--- src/rtl/regfile_write_arbiter.sv ---
// Round-robin arbiter sharing the register-file write port among N_REQ writeback sources.
// One-cycle registered write command, illegal-address pulse and per-register written mask.
module regfile_write_arbiter #(
  parameter int N_REQ    = 3,
  parameter int NUM_REGS = 16,
  parameter int AW       = 4,
  parameter int DW       = 32
) (
  input  logic                  clk,
  input  logic                  clr,
  input  logic [N_REQ-1:0]      req_valid,
  input  logic [N_REQ*AW-1:0]   req_addr,
  input  logic [N_REQ*DW-1:0]   req_data,
  output logic [N_REQ-1:0]      req_ready,
  input  logic                  hold,
  input  logic                  mask_clr,
  output logic                  wr_enable,
  output logic [AW-1:0]         wr_address,
  output logic [DW-1:0]         bus_data_in,
  output logic [2:0]            grant_id,
  output logic                  err_addr,
  output logic [NUM_REGS-1:0]   written_mask
);

  localparam int PW = (N_REQ > 1) ? $clog2(N_REQ) : 1;
  localparam logic [AW:0] NREG_W = (AW+1)'(NUM_REGS);

  function automatic logic addr_ok(input logic [AW-1:0] a);
    return ({1'b0, a} < NREG_W);
  endfunction

  function automatic logic [PW-1:0] ptr_after(input logic [PW-1:0] g);
    return (g == PW'(N_REQ-1)) ? '0 : g + PW'(1);
  endfunction

  logic [PW-1:0]  ptr;
  logic           gnt_found;
  logic [PW-1:0]  gnt_idx;
  logic           xfer_p0;
  logic [AW-1:0]  addr_p0;
  logic [DW-1:0]  data_p0;
  logic           legal_p0;
  logic [NUM_REGS-1:0] mask_nxt;

  logic           vld_p1;
  logic [AW-1:0]  addr_p1;
  logic [DW-1:0]  data_p1;
  logic [2:0]     gid_p1;
  logic           err_p1;

  // Stage p0: round-robin pick starting at ptr, handshake and command selection
  always_comb begin
    int idx_v;
    gnt_found = 1'b0;
    gnt_idx   = '0;
    idx_v     = 0;
    for (int k = 0; k < N_REQ; k++) begin
      idx_v = (int'(ptr) + k) % N_REQ;
      if (!gnt_found && req_valid[idx_v]) begin
        gnt_found = 1'b1;
        gnt_idx   = PW'(idx_v);
      end
    end
  end

  assign xfer_p0  = gnt_found & ~hold & clr;
  assign addr_p0  = req_addr[int'(gnt_idx)*AW +: AW];
  assign data_p0  = req_data[int'(gnt_idx)*DW +: DW];
  assign legal_p0 = addr_ok(addr_p0);

  always_comb begin
    req_ready = '0;
    if (xfer_p0) req_ready[gnt_idx] = 1'b1;
  end

  // The clear applies first so a write landing in the same cycle survives it
  always_comb begin
    mask_nxt = mask_clr ? '0 : written_mask;
    if (xfer_p0 && legal_p0) begin
      for (int r = 0; r < NUM_REGS; r++) begin
        if (addr_p0 == AW'(r)) mask_nxt[r] = 1'b1;
      end
    end
  end

  // Stage p1: registered write command to the register file
  always_ff @(posedge clk or negedge clr) begin
    if (!clr) begin
      ptr          <= '0;
      vld_p1       <= 1'b0;
      err_p1       <= 1'b0;
      addr_p1      <= '0;
      data_p1      <= '0;
      gid_p1       <= '0;
      written_mask <= '0;
    end else begin
      vld_p1       <= xfer_p0 & legal_p0;
      err_p1       <= xfer_p0 & ~legal_p0;
      written_mask <= mask_nxt;
      if (xfer_p0) ptr <= ptr_after(gnt_idx);
      if (xfer_p0 && legal_p0) begin
        addr_p1 <= addr_p0;
        data_p1 <= data_p0;
        gid_p1  <= 3'(gnt_idx);
      end
    end
  end

  assign wr_enable   = vld_p1;
  assign wr_address  = addr_p1;
  assign bus_data_in = data_p1;
  assign grant_id    = gid_p1;
  assign err_addr    = err_p1;

endmodule

--- config.mk ---
export PLATFORM = sky130hd
export DESIGN_NAME = regfile_write_arbiter
export DESIGN_NICKNAME = d
export VERILOG_FILES = /design/src/rtl/regfile_write_arbiter.sv
export SDC_FILE = /design/constraint.sdc
export NUM_CORES = 1
export LEC_CHECK = 0
export BUFFER_PORTS_ARGS = -buffer_cell sky130_fd_sc_hd__buf_2
export CORE_MARGIN = 8
export CORE_UTILIZATION = 51
export CTS_CLUSTER_DIAMETER = 200
export DETAILED_ROUTE_END_ITERATION = 10
export PLACE_DENSITY = 0.95
export SLEW_MARGIN = 30
export SYNTH_ARGS = -nofsm -noshare
export SYNTH_HDL_FRONTEND = slang
export SYNTH_SLANG_ARGS = --single-unit
export TNS_END_PERCENT = 50
--- constraint.sdc ---
create_clock -name clk -period 4 [get_ports clk]
set_input_delay 0.6 -clock clk [delete_from_list [all_inputs] [get_ports clk]]
set_output_delay 0.6 -clock clk [all_outputs]
set_load 0.005 [all_outputs]
# After elaboration in Yosys (flattened, before gate mapping)

Index checks and enable logic that the tools add are counted.

ROM bits: 0
Memories kept: 0
Latch bits: 0
Logic and storage cells: 81
Bits in registers: 57
Output and inout bits: 60
Memory bits (writable): 0
Input port bits: 115

Eq/ne operators: 16
Shift-type cells: 2
Order comparisons: 5
Divide/modulo/power cells: 3
Multipliers: 0
Reductions and logical operators: 6
Add/sub/neg operators: 3
Multiplexer cells: 37
Bitwise logic cells: 3

Operators by type and width:

| cell                  | count |
|---|---|
| $lt 32x4->1 const B   | 3 |
| $shiftx 96x8->32      | 1 |
| $mod 32x3->32 const B | 2 |
| $eq 4x4->1 const B    | 8 |
| $mod 3x3->32 const B  | 1 |
| $mux 16               | 2 |
| $mux 1                | 26 |
| $eq 4x3->1 const B    | 4 |
| $shiftx 12x5->4       | 1 |
| $eq 4x2->1 const B    | 2 |
| $mux 2                | 4 |
| $bmux 1 s2            | 3 |
| $eq 4x1->1 const B    | 1 |
| $logic_not 4->1       | 1 |
| $add 2x1->3 const B   | 1 |
| $add 2x2->3 const B   | 1 |
| $logic_and 1x1->1     | 3 |
| $lt 2x3->1 const B    | 1 |
| $mux 3                | 1 |
| $add 2x1->2 const B   | 1 |
| $and 1x1->1           | 2 |
| $demux 1 s2           | 1 |
| $eq 2x2->1 const B    | 1 |
| $ge 2x1->1 const B    | 1 |
| 2 further kinds       | 3 |

# Longest topological paths before layout

Gate-level depths: netlist of the first run.

Depth in word-level cells: 16
Gate-level depth with buffers: 11
Gate-level depth less buffers: 8

# Worst setup path after synthesis of the first run

Ideal clock, no wire load.

Path type: register -> output
Start: reg ptr[0]
End: out req_ready[0]
Path buffers: 3
Cell stages (with the launch flop): 11
Required time: 3.400 ns
Arrival: 2.037 ns
Slack: 1.363 ns
Cells stage by stage: dfrtp_1 > inv_1 > ha_1 > buf_2 > and4bb_2 > o21ai_4 > nand3_2 > buf_6 > nand2_4 > buf_2 > and2_1

Word-level cells in the longest chain between the ends: 16
Elaborated cells between the ends (all ways): 32
Those cells by class: 2 x add/sub; 3 x div; 2 x order compare; 18 x mux; 2 x bitwise; 5 x reduce/logical

Ends and longest elaborated chain:

| item                                                   | RTL line | text |
|---|---|---|
| start: declaration                                     | 36       | `logic [PW-1:0] ptr;` |
| start signal: assignment                               | 100      | `if (xfer_p0) ptr <= ptr_after(gnt_idx);` |
| branches (longest 15 deep; another with $mod 32x3->32) | --       |  |
| $mux 3 *                                               | 73       | `if (xfer_p0) req_ready[gnt_idx] = 1'b1;` |
| end: declaration                                       | 14       | `output logic [N_REQ-1:0] req_ready,` |

Mark *: on every way between the ends. The select of a mux whose other input is x is not followed.

# Final worst setup path of the first run

Start: reg ptr[1]
End: out req_ready[1]

Same word-level chain as after synthesis.

==> flow_summary.json, run 1 <==
{
  "rrSetupSlack_ps": 700,
  "worst_ep_required_time_ps": 3400,
  "synth_edf_count": 0,
  "grt_first_pass_wirelength_um": 20000,
  "path_class": "reg2out",
  "slew_viol_final": 0,
  "dpl-instance-area_mm2": 0.00467,
  "wire_per_inst_um": 18.7,
  "max_freq_ghz": 0.269,
  "cts_tree": "yes",
  "root_buffer": "clkbuf_8",
  "period_share_pct": 93.1,
  "hold_viol_final": 0,
  "ir_drop_mv": 0.441,
  "grt_max_degree": 78,
  "ys_seq_area_share_pct": 37.3,
  "layout.nets": 714,
  "synth_adder_area_share_pct": 1.31,
  "crit_arrival_ps": 3120,
  "die_y_um": 103,
  "crit_path_end": "req_ready[1]",
  "vias_per_cell": 5.97,
  "reg2reg_from": "ptr[1]",
  "htreeDepth": 3,
  "fp.coreArea_mm2": 0.00725,
  "grt_pass1_vias": 4049,
  "drc": 0,
  "rsz0062_at_grt": "no",
  "mostFrequentLayoutCells": "buf_2 (172), dfrtp_1 (57), nor2_1 (41)",
  "cellPowerDensity_mw_per_mm2": 770,
  "pin_count": 175,
  "grt-ovfl-total": 0,
  "antenna_found_initial": 1,
  "drive_gt1_share_pct": 36.6,
  "vias": 4167,
  "critPathLaunchType": "flip-flop",
  "cts.sinks": 57,
  "antenna_left": 0,
  "initial_utilization_pct": 52.7,
  "crit_path_end_kind": "output pin",
  "cts.path.max_buffers": 2,
  "track_usage_pct": 24.1,
  "synth-simple-area-share_pct": 22.8,
  "port_buffers": 172,
  "numCtsBuffers": 9,
  "synth-seq-cells": 57,
  "synth_top_family_by_area": "compound AO/OA/AOI/OAI gates",
  "wirelength_um": 13000,
  "drt-initial-drc-count": 276,
  "dieArea_mm2": 0.0105,
  "fillers": 555,
  "period_needed_ps": 3720,
  "ys_types": 56,
  "slew_headroom_pct": 52.2,
  "seq_area_mm2": 0.00143,
  "syn_area_mm2": 0.00382,
  "final.setup.tns_ps": 0,
  "p_leak_nw": 2.48,
  "synth_xor_area_share_pct": 0,
  "ys.flop_type": "dfrtp_1",
  "setup_viol": 0,
  "r2r-end": "bus_data_in[10]",
  "place_ws_ps": 437,
  "num_rows": 31,
  "worst_slew_pin_slew_ps": 717,
  "path_max_fanout": 25,
  "multi_input_area_mm2": 0.00208,
  "die_width_um": 103,
  "first_pass_iters": 5,
  "gp_congestion": 0.957,
  "ys_async_sr_fraction_pct": 100,
  "hold_path.class": "in2async",
  "hpwl_um": 9740,
  "final_common_cell": "buf_2",
  "yosys_warnings": 0,
  "final_area_mm2": 0.00484,
  "fin_worst_skew_ps": 6.39,
  "synthMuxAreaShare_pct": 2.49,
  "synthToLayoutAreaGrowth_pct": 26.8,
  "status": "finished clean",
  "hold_slack_ps": 448,
  "cap_violations": 0,
  "clock_latency_ps": 330,
  "setup_slack_ps": 277,
  "synth_compound_gate_area_share_pct": 27.5,
  "ff2ff_path_depth": 9,
  "cts.clk_slew.worst_paths_ps": 70,
  "crit_start": "ptr[1]",
  "synth.avg_cell_area_um2": 8.64,
  "synthCells": 442
}
-- Yosys cell counts (all sizes together) (5+ instances only) --
library cell / count / area [um^2]
a211oi: 37 / 288
a21oi: 5 / 28.8
and3: 38 / 238
buf: 29 / 169
clkbuf: 12 / 45.0
dfrtp: 57 / 1430
inv: 29 / 109
mux2i: 8 / 83.8
nand2: 40 / 158
nand3: 8 / 45.0
nand4: 8 / 50.1
nor2: 41 / 154
nor2b: 11 / 68.8
nor3: 7 / 40.0
o2111ai: 6 / 52.6
o21ai: 13 / 80.1
o22ai: 16 / 100
o31ai: 36 / 275
-- power breakdown --
group	switching (mW)	internal [mW]	leakage (nW)	total [mW]
Clock	0.221	0.249	0.0871	0.470
Sequential	0.115	0.804	0.732	0.919
Combinational	1.45	0.889	1.66	2.34
Total	1.79	1.94	2.48	3.73
-- how the worst min path moves through the flow --
stage,from,endpoint,slack (ps),depth (start not counted)
after floorplan,clr,bus_data_in[0],300,0
after global placement,bus_data_in[11],bus_data_in[11],460,2
after detailed placement,bus_data_in[12],bus_data_in[12],460,2
after CTS,bus_data_in[12],bus_data_in[12],470,2
after global routing,bus_data_in[4],bus_data_in[4],490,2
final,clr,bus_data_in[8],450,2
-- metrics by stage --
step	std cells	util [%]	power [mW]
floorplan	443	-	2.57
global placement	683	64.4	3.13
detailed placement	683	64.4	3.23
CTS	697	66.7	3.71
global route	698	66.8	4.00
finish	698	66.8	3.73
-- worst max-delay path: stages (launching register included) --
cell,delay [ps]
dfrtp_1,400
inv_1,100
ha_2,460
mux2i_1,370
mux2_2,470
o221ai_2,250
and3b_1,380
and2_1,220
buf_2,120
-- cell families (layout without fill, tap and decap cells) --
group | count (synthesis) | after routing
simple gates | 169 | 169
compound gates | 132 | 132
fa+ha+maj | 4 | 4
flops | 57 | 57
buf+inv | 70 | 225
other cells | 1 | 3
mux | 9 | 9
-- area by class of cell --
cell class              count  area share (%)
diodes                      1          0.0517
clock buffers              11            3.13
clock inverters             3           0.362
inverters                  29            2.25
multi-input cells         316            42.9
flip-flops and latches     57            29.4
well taps                  99            2.56
repair buffers            182            19.3
-- repair_timing --
item | 4_1_cts | 5_1_grt
setup endpoints to repair | 0 | 3
buffers inserted | 0 | 0
hold buffers | 0 | 0
gates resized for setup | 0 | 1
-- per-layer routing --
layer / wire length [um] / global-route usage [%]
met2: 6480 / 41.6
met1: 4880 / 28.1
met3: 1300 / 4.59
met4: 359 / 11.9
met5: 0 / 0
-- registers in the layout, indices dropped and copies added (netlist names) --
signal        cells
wr_address        4
ptr               2
written_mask     16
wr_enable         1
grant_id          2
bus_data_in      32
No activity file was read; power rests on OpenSTA's default activity.
==> run 2: changes to the inputs <==
--- a/config.mk
+++ b/config.mk
@@ -5,9 +5,10 @@
 export SDC_FILE = /design/constraint.sdc
 export NUM_CORES = 1
 export LEC_CHECK = 0
+export ABC_AREA = 1
 export BUFFER_PORTS_ARGS = -buffer_cell sky130_fd_sc_hd__buf_2
 export CORE_MARGIN = 8
-export CORE_UTILIZATION = 51
+export CORE_UTILIZATION = 48
 export CTS_CLUSTER_DIAMETER = 200
 export DETAILED_ROUTE_END_ITERATION = 10
 export PLACE_DENSITY = 0.95
==> run 2 against run 1 <==
  * Count of clock-buffer cells in the layout is 1 higher
  * Clock power increased by 46%
  * Largest cell class unchanged
  * Worst hold slack improved by 14 ps
  * Highest routed layer unchanged
==> flow_summary.json, run 2 <==
{
  "final_common_cell": "buf_2",
  "cp_common_cell": "nand2_1",
  "cts-resized-gates": 0,
  "p_leak_nw": 2.36,
  "antenna_cells": 0,
  "dieArea_mm2": 0.00948,
  "root_buffer": "clkbuf_8",
  "drt-initial-drc-count": 194,
  "num_rows": 29,
  "worst_slew_pin_slew_ps": 723,
  "rsz0062_at_grt": "no",
  "dpl-instance-area_mm2": 0.00405,
  "final.setup.tns_ps": 0,
  "ys.flop_type": "dfrtp_1",
  "wire_per_inst_um": 15.6,
  "cts.clk_slew.worst_paths_ps": 70,
  "numCtsBuffers": 9,
  "clock_latency_ps": 330,
  "grt_first_pass_wirelength_um": 17300,
  "synthToLayoutAreaGrowth_pct": 35.4,
  "synth-seq-cells": 57,
  "synth_top_area_share_pct": 44.9,
  "htreeDepth": 3,
  "status": "finished clean",
  "mostFrequentLayoutCells": "buf_2 (172), nand2_1 (148), dfrtp_1 (57)",
  "cts_tree": "yes",
  "ys_types": 25,
  "largest_reg_flops": 32,
  "initial_utilization_pct": 49.8,
  "fp.coreArea_mm2": 0.00639,
  "hold_slack_ps": 462,
  "grt-ovfl-total": 0,
  "critPathLaunchType": "flip-flop",
  "cts.sinks": 57,
  "synth_most_common_cell": "nand2_1",
  "first_pass_iters": 5,
  "cpMaxStageDelayCell": "ha_1",
  "fin_worst_skew_ps": 5.78,
  "yosys-top-cells-area": "dfrtp_1 (45%), nand2_1 (17%), a31oi_1 (5.7%), nor2_1 (4.8%), nand3_1 (4.7%)",
  "hold_viol_final": 0,
  "drive_gt1_share_pct": 36.6,
  "p_total_mw": 3.85,
  "period_share_pct": 76.4,
  "wirelength_um": 10600,
  "cts.path.max_buffers": 2,
  "final_util_pct": 67.4,
  "ys_async_sr_fraction_pct": 100,
  "ctsHoldBuffers": 0,
  "synthCells": 426,
  "synth.avg_cell_area_um2": 7.46,
  "ys_seq_area_share_pct": 44.9,
  "slew_headroom_pct": 51.8,
  "track_usage_pct": 21.6,
  "port_buffers": 172,
  "setup_viol": 0,
  "dp_cells": 659,
  "die_y_um": 97.4,
  "setup_slack_ps": 942,
  "post-synth-top-area-cell": "dfrtp_1",
  "layout.nets": 712,
  "antenna_left": 0,
  "cellPowerDensity_mw_per_mm2": 894,
  "pin_count": 175,
  "antenna_found_initial": 0,
  "grt_max_degree": 58,
  "fin_cells": 675,
  "crit_path_end_kind": "output pin",
  "synthTopCellsByCount": "nand2_1 (148), dfrtp_1 (57), nor2_1 (41)",
  "yosys_warnings": 0,
  "path_class": "reg2out",
  "cap_violations": 0,
  "synth_edf_count": 0,
  "use_met2_pct": 37.1,
  "hpwl_um": 8200,
  "max_stage_delay_ps": 410,
  "worst_ep_required_time_ps": 3400,
  "ir_drop_mv": 0.570,
  "grt_pass1_vias": 3700,
  "path_max_fanout": 19,
  "top_usage_layer": "met2",
  "fillers": 514,
  "grtUsageMet3_pct": 8.11,
  "hold_path.class": "in2async",
  "place_ws_ps": 1110,
  "slew_viol_final": 0,
  "grt_use_met1_pct": 23.6,
  "crit_arrival_ps": 2460,
  "max_freq_ghz": 0.327,
  "path_cells": "inv_1 > ha_1 > inv_2 > nand2_1 > nand3_1 > nand2_2 > nand2_1 > inv_1 > nand3_1 > nand2_1 > buf_4 > nor2_1 > buf_2",
  "gp_congestion": 0.978,
  "vias": 3632,
  "syn_area_mm2": 0.00318,
  "final_area_mm2": 0.00430,
  "vias_per_cell": 5.38,
  "die_width_um": 97.4,
  "cts_setup_buffers": 0,
  "drc": 0,
  "period_needed_ps": 3060
}
[run 2: critical path, delay by kind of cell (launching register included)]
kind / cells / cell delay (ps)
buf+inv: 5 / 680
simple gates: 7 / 640
fa+ha+maj: 1 / 410
flops: 1 / 380
[run 2: power by group]
part	leakage [nW]	switching (mW)	internal, mW
clock network	0.127	0.238	0.450
registers	0.691	0.136	0.827
logic	1.54	1.48	0.716
total	2.36	1.85	1.99
[run 2: layout make-up]
type                    count  area [um^2]  area share (%)
clock inverters             4         98.8            2.30
repair buffers            176          891            20.7
flip-flops and latches     57         1430            33.1
well taps                  77         96.3            2.24
inverters                  25         93.8            2.18
clock buffers              12          155            3.60
multi-input cells         324         1540            35.8
[run 2: worst paths after layout]
check	start	end	slack [ps]	depth (start not counted)
min reg2reg	written_mask[9]	written_mask[9]	480	2
max	ptr[0]	req_ready[1]	940	13
min in group clk	written_mask[9]	written_mask[9]	480	2
max reg2reg	ptr[0]	written_mask[8]	1040	16
min	clr	written_mask[0]	460	2
max in group asynchronous	clr	bus_data_in[26]	3070	2
[run 2: kinds of logic (layout without fill, tap and decap cells)]
family                   count (synthesis)  after routing  share of synthesized area, %
other                                    1              2                         0.118
adder cells (fa/ha/maj)                  4              4                          1.57
AO/OA/AOI/OAI                           76             76                          13.5
flip-flops                              57             57                          44.9
AND/OR/NAND/NOR                        242            242                          33.3
buffers and inverters                   46            217                          6.73
[run 2: routing by layer]
layer / routed length, um / vias to the layer above / share of wire, %
li1: - / 1728 / -
met4: 221 / 0 / 2.1
met5: 0 / - / 0
met1: 4060 / 1677 / 38
met3: 1100 / 22 / 10
met2: 5180 / 205 / 49
==> run 3: changes to the inputs <==
--- a/config.mk
+++ b/config.mk
@@ -8,10 +8,10 @@
 export ABC_AREA = 1
 export BUFFER_PORTS_ARGS = -buffer_cell sky130_fd_sc_hd__buf_2
 export CORE_MARGIN = 8
-export CORE_UTILIZATION = 48
+export CORE_UTILIZATION = 45
 export CTS_CLUSTER_DIAMETER = 200
 export DETAILED_ROUTE_END_ITERATION = 10
-export PLACE_DENSITY = 0.95
+export PLACE_DENSITY = 0.92
 export SLEW_MARGIN = 30
 export SYNTH_ARGS = -nofsm -noshare
 export SYNTH_HDL_FRONTEND = slang
==> constraint.sdc (replaced) <==
create_clock -name clk -period 2.9 [get_ports clk]
set_input_delay 0.435 -clock clk [delete_from_list [all_inputs] [get_ports clk]]
set_output_delay 0.435 -clock clk [all_outputs]
set_load 0.005 [all_outputs]
==> run 3 against run 2 <==
  * Worst hold slack worse by 180 ps
  * Utilization is 3.5 points lower
  * Sequential cell count stayed put
  * Routed wire length is 4.3% higher
  * Combinational power is 41% higher
  * Die area is 5.6% higher
  * Non-clock buffer count is 4 higher
  * Worst setup slack worse by 770 ps
  * Power is 40% higher
  * Sequential share of layout area is 0.45 points lower
  * Register-to-register slack worse by 720 ps
  * Design area is 1.4% higher
  * Critical endpoint is now req_ready[0]
  * Largest power group unchanged
==> flow_summary.json, run 3 (synthesis results as in run 2) <==
{
  "track_usage_pct": 21.6,
  "status": "finished clean",
  "max_freq_ghz": 0.366,
  "grt_max_degree": 58,
  "slew_viol_final": 0,
  "switching_power_mw": 2.60,
  "drt-initial-drc-count": 197,
  "die_y_um": 100,
  "vias": 3638,
  "crit_path_end_kind": "output pin",
  "period_needed_ps": 2730,
  "hold_slack_ps": 283,
  "antenna_left": 0,
  "first_pass_iters": 5,
  "worst_slew_pin_slew_ps": 694,
  "synthToLayoutAreaGrowth_pct": 37.2,
  "cpMaxStageDelayCell": "dfrtp_1",
  "port_buffers": 172,
  "intPower_mw": 2.79,
  "hpwl_um": 8510,
  "period_share_pct": 94.2,
  "cts.sinks": 57,
  "pin_count": 175,
  "power_frac_comb_pct": 57.6,
  "worst_ep_required_time_ps": 2470,
  "path_cells": "inv_1 > ha_2 > inv_2 > nand3_1 > nand2_1 > nand3_2 > nor2_4 > nor2_8 > nand2_1 > nor2_2 > buf_2",
  "largest_reg_flops": 32,
  "gp_congestion": 0.913,
  "final.setup.tns_ps": 0,
  "setup_slack_ps": 168,
  "antenna_cells": 0,
  "slew_headroom_pct": 53.7,
  "cts.clk_slew.worst_paths_ps": 70,
  "hold_path.class": "in2async",
  "root_buffer": "clkbuf_8",
  "rsz0062_at_grt": "no",
  "num_rows": 30,
  "final_common_cell": "buf_2",
  "drc": 0,
  "clock_latency_ps": 330,
  "critical_path_depth": 11,
  "wirelength_um": 11000,
  "hold_viol_final": 0,
  "cellPowerDensity_mw_per_mm2": 1240,
  "drive_gt1_share_pct": 37.4,
  "max_stage_delay_ps": 410,
  "netSwitchingFraction_pct": 48.2,
  "ff2ff_path_depth": 13,
  "cp_common_cell": "nand2_1",
  "critPathLaunchType": "flip-flop",
  "cts.path.max_buffers": 2,
  "path_max_fanout": 10,
  "fillers": 602,
  "layout.nets": 716,
  "grt_first_pass_wirelength_um": 17500,
  "path_class": "reg2out",
  "grt_pass1_vias": 3776,
  "initial_utilization_pct": 46.5,
  "cp_num_buf_inv": 3,
  "crit_family": "simple AND/OR/NAND/NOR gates",
  "setup_viol": 0,
  "fin_worst_skew_ps": 7.97,
  "rrSetupSlack_ps": 320,
  "cts_tree": "yes",
  "ir_drop_mv": 0.460,
  "grt-ovfl-total": 0,
  "fin_cells": 698,
  "dieArea_mm2": 0.0100,
  "htreeDepth": 3,
  "final_util_pct": 63.9,
  "wire_per_inst_um": 15.8,
  "antenna_found_initial": 0,
  "cap_violations": 0,
  "mostFrequentLayoutCells": "buf_2 (172), nand2_1 (148), dfrtp_1 (57)",
  "p_leak_nw": 2.38,
  "die_width_um": 100,
  "crit_arrival_ps": 2300,
  "vias_per_cell": 5.21,
  "numCtsBuffers": 9,
  "p_clk_share_pct": 17.7,
  "fp.coreArea_mm2": 0.00683,
  "place_ws_ps": 292,
  "ctsHoldBuffers": 0,
  "seq_power_share_pct": 24.8,
  "dp_cells": 681
}
[run 3: cell types whose count changed in the layout (fill, tap and decap cells not counted), sizes merged]
cell | before | now
buf | 176 | 180
[run 3: area by class of cell]
cell class	instances	area, um^2	area share [%]
multi-input cells	324	1550	35.5
flip-flops and latches	57	1430	32.7
repair buffers	180	921	21.1
clock buffers	12	155	3.56
well taps	96	120	2.75
clock inverters	4	98.8	2.27
inverters	25	93.8	2.15
[run 3: final timing paths]
| check | from | to |
|---|---|---|
| worst max-delay path | ptr[0] | req_ready[0] |
| worst min-delay path | clr | written_mask[5] |
| max in group asynchronous | clr | grant_id[0] |
| worst min register to register | written_mask[9] | written_mask[9] |
| min in group clk | req_data[15] | bus_data_in[15] |
| worst max register to register | ptr[0] | bus_data_in[8] |
[run 3: routing by layer]
| layer | global-route usage, % | share of wire, % | vias to the layer above |
|---|---|---|---|
| li1 | - | - | 1739 |
| met1 | 24.5 | 39 | 1642 |
| met2 | 36.7 | 48 | 224 |
| met3 | 6.85 | 11 | 33 |
| met4 | 8.95 | 2.6 | 0 |
| met5 | 0 | 0 | - |
[run 3: timing repair]
item,CTS,global route
buffers inserted,0,1
gates resized for setup,0,2
setup endpoints to repair,0,3
[run 3: power by group through the flow]
stage / combinational [mW] / sequential, mW / clock, mW
after global routing: 3.47 / 1.37 / 0.995
after global placement: 2.94 / 1.33 / 0
after CTS: 3.07 / 1.33 / 0.953
after detailed placement: 3.05 / 1.34 / 0
final: 3.10 / 1.34 / 0.952
after floorplan: 2.11 / 1.35 / 0
[run 3: per-stage QoR]
stage / power (mW) / cell area (um^2)
after CTS: 5.36 / 4350
final: 5.39 / 4360
after detailed placement: 4.39 / 4100
after global routing: 5.84 / 4360
after floorplan: 3.46 / 3180
after global placement: 4.27 / 4100
